### src/rtl/alu_seq.sv
// alu_seq: RV32 R-type sequencer with single-cycle base ops and a
// 32-step iterative mul/div engine behind valid/ready handshakes.
module alu_seq #(
    parameter int XLEN = 32,
    parameter int ITER = 32
) (
    input  logic            clk,
    input  logic            rst,
    input  logic            in_valid,
    output logic            in_ready,
    input  logic [2:0]      func3,
    input  logic [6:0]      func7,
    input  logic [XLEN-1:0] rs1,
    input  logic [XLEN-1:0] rs2,
    output logic            out_valid,
    input  logic            out_ready,
    output logic [XLEN-1:0] result,
    output logic            illegal,
    output logic            busy
);

    localparam int CW = $clog2(ITER) + 1;

    typedef enum logic [1:0] {
        IDLE,
        MUL,
        DIV,
        DONE
    } state_t;

    state_t state, state_nx;

    logic [XLEN-1:0] opa, opb, acc, res_q;
    logic [CW-1:0]   cnt;
    logic            ill_q, neg_q, neg_r, rem_op;

    logic accept, last;
    logic k_mul, k_div, k_base, k_ill;
    logic sgn, rem, div0, ovf, special;
    logic [XLEN-1:0] alu, spec_res, mag_a, mag_b;
    logic [4:0]      shamt;

    assign accept = in_valid && in_ready;
    assign last   = cnt == CW'(ITER - 1);

    always_comb begin
        k_mul  = 1'b0;
        k_div  = 1'b0;
        k_base = 1'b0;
        k_ill  = 1'b0;
        unique case (1'b1)
            func7 == 7'b0000001 && func3 == 3'b000: k_mul = 1'b1;
            func7 == 7'b0000001 && func3[2]:        k_div = 1'b1;
            func7 == 7'b0000000,
            func7 == 7'b0100000 && (func3 == 3'b000 || func3 == 3'b101):
                k_base = 1'b1;
            default: k_ill = 1'b1;
        endcase
    end

    assign shamt = rs2[4:0];

    always_comb begin
        alu = '0;
        case (func3)
            3'b000: alu = func7[5] ? rs1 - rs2 : rs1 + rs2;
            3'b001: alu = rs1 << shamt;
            3'b010: alu = {{(XLEN-1){1'b0}}, $signed(rs1) < $signed(rs2)};
            3'b011: alu = {{(XLEN-1){1'b0}}, rs1 < rs2};
            3'b100: alu = rs1 ^ rs2;
            3'b101: alu = func7[5] ? XLEN'($signed(rs1) >>> shamt)
                                   : rs1 >> shamt;
            3'b110: alu = rs1 | rs2;
            default: alu = rs1 & rs2;
        endcase
    end

    // DIV/REM are signed (func3[0]=0); REM/REMU have func3[1]=1
    assign sgn     = ~func3[0];
    assign rem     = func3[1];
    assign div0    = rs2 == '0;
    assign ovf     = sgn && rs1 == {1'b1, {(XLEN-1){1'b0}}} && rs2 == '1;
    assign special = div0 || ovf;
    assign spec_res = div0 ? (rem ? rs1 : '1) : (rem ? '0 : rs1);
    assign mag_a   = (sgn && rs1[XLEN-1]) ? -rs1 : rs1;
    assign mag_b   = (sgn && rs2[XLEN-1]) ? -rs2 : rs2;

    logic [XLEN-1:0] mul_nx, rem_nx, quo_nx, q_fix, r_fix;
    logic [XLEN:0]   rs_sh, sub;
    logic            ge;

    assign mul_nx = acc + (opb[0] ? opa : '0);
    assign rs_sh  = {acc, opa[XLEN-1]};
    assign sub    = rs_sh - {1'b0, opb};
    assign ge     = rs_sh >= {1'b0, opb};
    assign rem_nx = ge ? sub[XLEN-1:0] : rs_sh[XLEN-1:0];
    assign quo_nx = {opa[XLEN-2:0], ge};
    assign q_fix  = neg_q ? -quo_nx : quo_nx;
    assign r_fix  = neg_r ? -rem_nx : rem_nx;

    always_ff @(posedge clk or posedge rst) begin
        if (rst) state <= IDLE;
        else     state <= state_nx;
    end

    always_comb begin
        state_nx = state;
        case (state)
            IDLE: if (accept) begin
                if (k_mul)                  state_nx = MUL;
                else if (k_div && !special) state_nx = DIV;
                else                        state_nx = DONE;
            end
            MUL:  if (last) state_nx = DONE;
            DIV:  if (last) state_nx = DONE;
            default: if (out_ready) state_nx = IDLE;
        endcase
    end

    always_ff @(posedge clk or posedge rst) begin
        if (rst) begin
            opa    <= '0;
            opb    <= '0;
            acc    <= '0;
            res_q  <= '0;
            cnt    <= '0;
            ill_q  <= 1'b0;
            neg_q  <= 1'b0;
            neg_r  <= 1'b0;
            rem_op <= 1'b0;
        end else begin
            case (state)
                IDLE: if (accept) begin
                    cnt   <= '0;
                    ill_q <= 1'b0;
                    unique case (1'b1)
                        k_base: res_q <= alu;
                        k_ill: begin
                            res_q <= '0;
                            ill_q <= 1'b1;
                        end
                        k_mul: begin
                            opa <= rs1;
                            opb <= rs2;
                            acc <= '0;
                        end
                        default: begin
                            if (special) begin
                                res_q <= spec_res;
                            end else begin
                                opa    <= mag_a;
                                opb    <= mag_b;
                                acc    <= '0;
                                neg_q  <= sgn && (rs1[XLEN-1] ^ rs2[XLEN-1]);
                                neg_r  <= sgn && rs1[XLEN-1];
                                rem_op <= rem;
                            end
                        end
                    endcase
                end
                MUL: begin
                    acc <= mul_nx;
                    opa <= opa << 1;
                    opb <= opb >> 1;
                    cnt <= cnt + 1'b1;
                    if (last) res_q <= mul_nx;
                end
                DIV: begin
                    opa <= quo_nx;
                    acc <= rem_nx;
                    cnt <= cnt + 1'b1;
                    if (last) res_q <= rem_op ? r_fix : q_fix;
                end
                default: ;
            endcase
        end
    end

    assign in_ready  = state == IDLE;
    assign out_valid = state == DONE;
    assign busy      = state == MUL || state == DIV;
    assign result    = res_q;
    assign illegal   = ill_q;

endmodule

### config.mk
export PLATFORM = sky130hd
export DESIGN_NAME = alu_seq
export DESIGN_NICKNAME = d
export VERILOG_FILES = /design/src/rtl/alu_seq.sv
export SDC_FILE = /design/constraint.sdc
export NUM_CORES = 1
export LEC_CHECK = 0
export ABC_CLOCK_PERIOD_IN_PS = 7300
export BUFFER_PORTS_ARGS = -buffer_cell sky130_fd_sc_hd__buf_2
export CAP_MARGIN = 20
export CORE_MARGIN = 1
export CORE_UTILIZATION = 65
export CTS_CLUSTER_DIAMETER = 60
export DETAILED_ROUTE_END_ITERATION = 10
export PLACE_DENSITY = 0.82
export REMOVE_ABC_BUFFERS = 1
export SLEW_MARGIN = 20
export SYNTH_ARGS = -nofsm -noshare
export SYNTH_HDL_FRONTEND = slang
export SYNTH_SLANG_ARGS = --single-unit
### constraint.sdc
create_clock -name clk -period 7.3 [get_ports clk]
set_clock_uncertainty 0.1 [all_clocks]
set_input_delay 0.365 -clock clk [delete_from_list [all_inputs] [get_ports clk]]
set_output_delay 0.365 -clock clk [all_outputs]
set_load 0.03 [all_outputs]
# --- After elaboration in Yosys (flattened, before gate mapping) ---
# Index checks and enable logic that the tools add are counted.
word_totals:
  n_memories: 0
  latchBits: 0
  out_inout_bits: 36
  rom_bits: 0
  in_bits: 78
  word_cells: 131
  mem_bits_rw: 0
  ff_bits: 140
classes:
  order_cmp: 3
  bitwise_logic: 7
  n_addsub: 9
  div_mod_pow: 0
  mux: 43
  n_shift: 3
  multipliers: 0
  reduce_logical: 34
  eq_ne: 22
ops:
  columns: ["cell", "count"]
  rows:
  - ["$mux 32", 22]
  - ["$pmux 32 s3", 4]
  - ["$pmux 32 s2", 4]
  - ["$pmux 32 s7", 1]
  - ["$neg 32->32", 4]
  - ["$add 32x32->32", 2]
  - ["$eq 32x32->1 const B", 2]
  - ["$lt 32x32->1", 2]
  - ["$sub 32x32->32", 2]
  - ["$ge 33x32->1", 1]
  - ["$and 32x32->32", 1]
  - ["$logic_not 32->1", 1]
  - ["$or 32x32->32", 1]
  - ["$shl 32x5->32", 1]
  - ["$shr 32x5->32", 1]
  - ["$sshr 32x5->32", 1]
  - ["$xor 32x32->32", 1]
  - ["$pmux 6 s2", 1]
  - ["$reduce_and 4->1", 3]
  - ["$logic_and 1x1->1", 10]
  - ["$eq 3x3->1 const B", 3]
  - ["$mux 2", 4]
  - ["$ne 2x2->1 const B", 4]
  - ["$eq 7x1->1 const B", 1]
  - ["other kinds (28)", 44]

# --- Depth between registers and ports, before layout ---
logic_depth:
  depth_word: 10
  mapped_depth: 23
  ltp_nobuf: 19

# --- Least setup slack after synthesis ---
# OpenSTA, ideal clock, no wires.
synth_path:
  path_kind: "register to register"
  startpoint: "register acc[3]"
  endpoint: "register res_q[26], in the netlist result[26]"
  setup_time_ps: 130
  path_buffers: 3
  required_time_ps: 7070
  arrival_time_ps: 4976
  stages_incl_launch_ff: 22
  period_less_slack_ps: 5205
  path_slack_ps: 2095
  path_cell_list: "dfrtp_1 ha_1 a21o_1 or3_4 o211ai_2 a211oi_1 or3_1 inv_1 buf_2 buf_2 buf_1 ha_1 nand3b_1 or4_1 or3_1 o21ai_0 nand2_1 xnor2_1 nor2_1 a311o_1 o31ai_1 a21oi_1"
synth_between:
  elab_chain_cells: 7
  elab_cells_between_ends: 12
  cone_classes: "add/sub: 4; order compare: 1; mux: 7"
synth_lines:
  columns: ["item", "line_no", "source"]
  rows:
  - ["from (decl)", "33", "logic [XLEN-1:0] opa, opb, acc, res_q;"]
  - ["from (signal assigned)", "162", "acc <= mul_nx;"]
  - ["from (signal assigned)", "170", "acc <= rem_nx;"]
  - ["$sub 32x32->32 or $ge 33x32->1 (tied branches)", "94, 95", null]
  - ["$mux 32", "96", "assign rem_nx = ge ? sub[XLEN-1:0] : rs_sh[XLEN-1:0];"]
  - ["$neg 32->32", "99", "assign r_fix = neg_r ? -rem_nx : rem_nx;"]
  - ["$mux 32", "99", null]
  - ["$mux 32 (2 in a row)", "172", "if (last) res_q <= rem_op ? r_fix : q_fix;"]
  - ["$pmux 32 s3 *", "132", "case (state)"]
  - ["to (signal assigned)", "137", "k_base: res_q <= alu;"]
  - ["to (signal assigned)", "149", "res_q <= spec_res;"]
  - ["to (signal assigned)", "172", null]
  - ["to (decl)", "33", null]
# Mark *: on every way between the ends. The rest lies on a longest branch, timed or not. The select of a mux whose other input is x is not followed.
# A chain may end at the register's enable or synchronous reset.

# --- Final worst setup path ---
layout_path:
  startpoint: "register opb[0]"
  endpoint: "register res_q[30], in the netlist result[30]"
layout_between:
  elab_chain_cells: 7
  elab_cells_between_ends: 13
  cone_classes: "add/sub: 4; order compare: 1; mux: 8"
layout_lines:
  columns: ["item", "line_no", "source"]
  rows:
  - ["from (decl)", "33", null]
  - ["from (signal assigned)", "144", "opb <= rs2;"]
  - ["from (signal assigned)", "152", "opb <= mag_b;"]
  - ["from (signal assigned)", "164", "opb <= opb >> 1;"]
  - ["$sub 32x32->32 or $ge 33x32->1 (tied branches)", "94, 95", null]
  - ["$mux 32", "96", null]
  - ["$neg 32->32", "99", null]
  - ["$mux 32", "99", null]
  - ["$mux 32 (2 in a row)", "172", null]
  - ["$pmux 32 s3 *", "132", null]
# Marks and branches as above.

==> impl_metrics.tcl <==
set metrics [dict create \
    worstHoldPathType "in2async" \
    drv_cap 0 \
    ys_seq_elements 140 \
    powerDensity_nw_per_um2 474.2 \
    crit_buf_inv 1 \
    seq_power_share 0.144 \
    netlist_instances 3214 \
    layout_commonest_cell "nand2_1" \
    critPathLaunchType "flip-flop" \
    switchingPower_mw 6.800 \
    setup_tns_ns 0 \
    cts-htree-levels 4 \
    slew_viol_final 0 \
    ant_nets 0 \
    cp.required_ns 7.51 \
    switching_share 0.6015 \
    cts_hold_buf 0 \
    final_cells 3604 \
    cp.arrival_ns 6.04 \
    place_ws_ns 1.735 \
    drc 0 \
    layout-drive-gt1-share 0.09540 \
    crit_slowest_cell "dfrtp_1" \
    max_stage_delay_ns 0.94 \
    synthFlopType "dfrtp_1" \
    synth_edf_count 0 \
    numCtsBuffers 17 \
    die_area_sq_um 35590 \
    crit_chain "ha_1, nand2b_1, a211oi_4, o211ai_2, a211oi_1, or3_2, inv_1, ha_1, nand3b_1, or4_1, or3_1, o21ai_0, nand2_1, a21oi_1, xor2_1, o21ai_0, a311oi_1, a21oi_1" \
    dp_cells 3570 \
    clk_latency_ns 0.46 \
    wire_per_inst_um 26.02 \
    nets 3396 \
    antenna_found_initial 3 \
    io_buffers 113 \
    row_count 67 \
    seq_area_frac_synth 0.1547 \
    avgViaCountPerCell 7.354 \
    critPathKind "reg2reg" \
    power_leakage_nw 10.22 \
    synth_top_area_frac 0.1547 \
    status "finished, final reports clean" \
    comb_power_share 0.781 \
    crit_fanout 34 \
    cts_resized 0 \
    clock_path_buffers 2 \
    routabilityCongestion 1.094 \
    worstMarginPinSlew_ns 1.086 \
    end_kind "flip-flop" \
    async_flop_share 1.000 \
    path_delay_family "simple AND/OR/NAND/NOR gates" \
    layout_setup_ws_ns 1.469 \
    grt_first_pass_wirelength_mm 144.0 \
    grt_pass1_vias 24880 \
    relSlewSlack 0.2570 \
    synth_top_cell_by_area "dfrtp_1" \
    coreArea_sq_um 33870 \
    cts.sink_count 140 \
    yosys-top-cells-area "dfrtp_1 (15%), ha_1 (9.5%), a21oi_1 (7.2%), o21ai_0 (7.0%), nand2_1 (5.8%)" \
    yosysUniqueCellTypes 94 \
    drt-total-wl_mm 93.79 \
    syn2layout_area_growth_pct 5.277 \
    mostFrequentLayoutCells "nand2_1 (352), a21oi_1 (324), o21ai_0 (317)" \
    avgSynthCellArea_sq_um 7.045 \
    die_x_um 188.6 \
    clkTransAtPathRegs_ns 0.06 \
    internal_power_mw 4.504 \
    overflow 0 \
    root_buffer "clkbuf_16" \
    rsz0062_at_grt "no" \
    hpwl_mm 70.14 \
    peakVddDrop_mv 0.6563 \
    post_cts_buffers 0 \
    grt_usage 0.5209 \
    die_y_um 188.6 \
    finalSetupViolations 0 \
    vias 26500 \
    hold_viol_final 0 \
    final_util 0.7039 \
    post-route-min-period_ns 5.831 \
    io_pins 114 \
    netlist_area_sq_um 22640 \
    dr.pass1.iters 7 \
    drt_iter0_drc 4243 \
    yosysWarnings 0 \
    fmax_mhz 171.5 \
    period_share 0.7988 \
    cts_tree "built" \
    start_util 0.6686 \
    clockPowerShare 0.075 \
    grt_max_degree 94 \
]
-- worst register-to-register path, cell delays in order, from the launching register on --
cell and delay [ns]:
dfrtp_1 0.94, ha_1 0.31, nand2b_1 0.18, a211oi_4 0.10, o211ai_2 0.27, a211oi_1 0.14
or3_2 0.45, inv_1 0.17, ha_1 0.22, nand3b_1 0.12, or4_1 0.48, or3_1 0.47
o21ai_0 0.47, nand2_1 0.23, a21oi_1 0.21, xor2_1 0.20, o21ai_0 0.13, a311oi_1 0.33
a21oi_1 0.15
-- final timing paths --
| kind | to | cells after the start | slack [ns] | from |
|---|---|---|---|---|
| max | result[30]$_DFFE_PP0P_ | 18 | 1.47 | opb[0]$_DFFE_PP0P_ |
| min | opb[4]$_DFFE_PP0P_ | 2 | 0.006 | rst |
| max reg2reg | result[30]$_DFFE_PP0P_ | 18 | 1.47 | opb[0]$_DFFE_PP0P_ |
| min reg2reg | result[6]$_DFFE_PP0P_ | 1 | 0.38 | result[6]$_DFFE_PP0P_ |
| max in group asynchronous | result[21]$_DFFE_PP0P_ | 3 | 5.91 | rst |
| min in group clk | opb[31]$_DFFE_PP0P_ | 3 | 0.20 | rs2[31] |
-- layer usage --
metal | GRT usage | vias to the layer above | wire length (um)
li1 | - | 11550 | -
met4 | 0.3846 | 4 | 8325
met1 | 0.6457 | 12160 | 33140
met3 | 0.1274 | 570 | 12720
met5 | 0 | - | 25
met2 | 0.7846 | 2215 | 39570
-- power groups by stage --
stage	Combinational, mW	Clock (mW)	Sequential (mW)
floorplan	5.74	0	1.58
global placement	8.13	0	1.56
detailed placement	8.33	0	1.59
CTS	8.44	0.841	1.58
global route	9.37	0.879	1.64
finish	8.83	0.853	1.62
-- flip-flops by register name, indices dropped and copies added, names as in the netlist --
| signal | flops |
|---|---|
| acc | 32 |
| cnt | 6 |
| illegal | 1 |
| neg_q | 1 |
| neg_r | 1 |
| opa | 32 |
| opb | 32 |
| rem_op | 1 |
| result | 32 |
| state | 2 |
-- Yosys cell counts, types with 18 or more instances --
library cell / count
o21ai_0: 318
nand2_1: 352
a31oi_1: 35
o21bai_1: 24
and3_1: 18
xor2_1: 49
a22oi_1: 48
o31ai_1: 46
a211oi_1: 36
xnor2_1: 137
o21a_1: 18
buf_1: 26
dfrtp_1: 140
nand2b_1: 28
ha_1: 172
nor4_1: 20
nand3_1: 63
o22ai_1: 23
inv_1: 153
mux4_2: 35
mux2i_1: 78
a221oi_1: 20
a21oi_1: 326
o211ai_1: 44
or3_1: 37
nand4_1: 32
clkbuf_1: 213
nor2_1: 291
a22o_1: 18
nor3_1: 68
and2_1: 50
a21o_1: 40
-- through the flow --
| stage | hold WS, ns | power, mW | area (sq um) |
|---|---|---|---|
| after floorplan | 0.3466 | 7.322 | 21690 |
| after global placement | 0.3595 | 9.694 | 23260 |
| after detailed placement | 0.3606 | 9.911 | 23270 |
| after CTS | 0.04635 | 10.86 | 23830 |
| after global routing | 0.07530 | 11.89 | 23840 |
| final | 0.005612 | 11.30 | 23840 |
-- cell families after synthesis --
| family | Yosys count | share of synthesized area |
|---|---|---|
| multiplexers | 124 | 0.07476 |
| AO/OA/AOI/OAI | 1147 | 0.3197 |
| XOR/XNOR | 187 | 0.07266 |
| buffers and inverters | 407 | 0.06808 |
| AND/OR/NAND/NOR | 1033 | 0.2115 |
| adder cells (fa/ha/maj) | 176 | 0.09858 |
| flip-flops | 140 | 0.1547 |
-- layout make-up --
type / instances / area, sq um
Multi-Input combinational cell: 2667 / 17700
Tap cell: 448 / 560.5
Inverter: 157 / 594.3
Clock buffer: 18 / 439.2
Clock inverter: 14 / 120.1
Fill cell: 2875 / 10030
Antenna cell: 1 / 2.502
Sequential cell: 140 / 3503
Timing Repair Buffer: 159 / 915.9
Power figures use the tool's default switching activity.
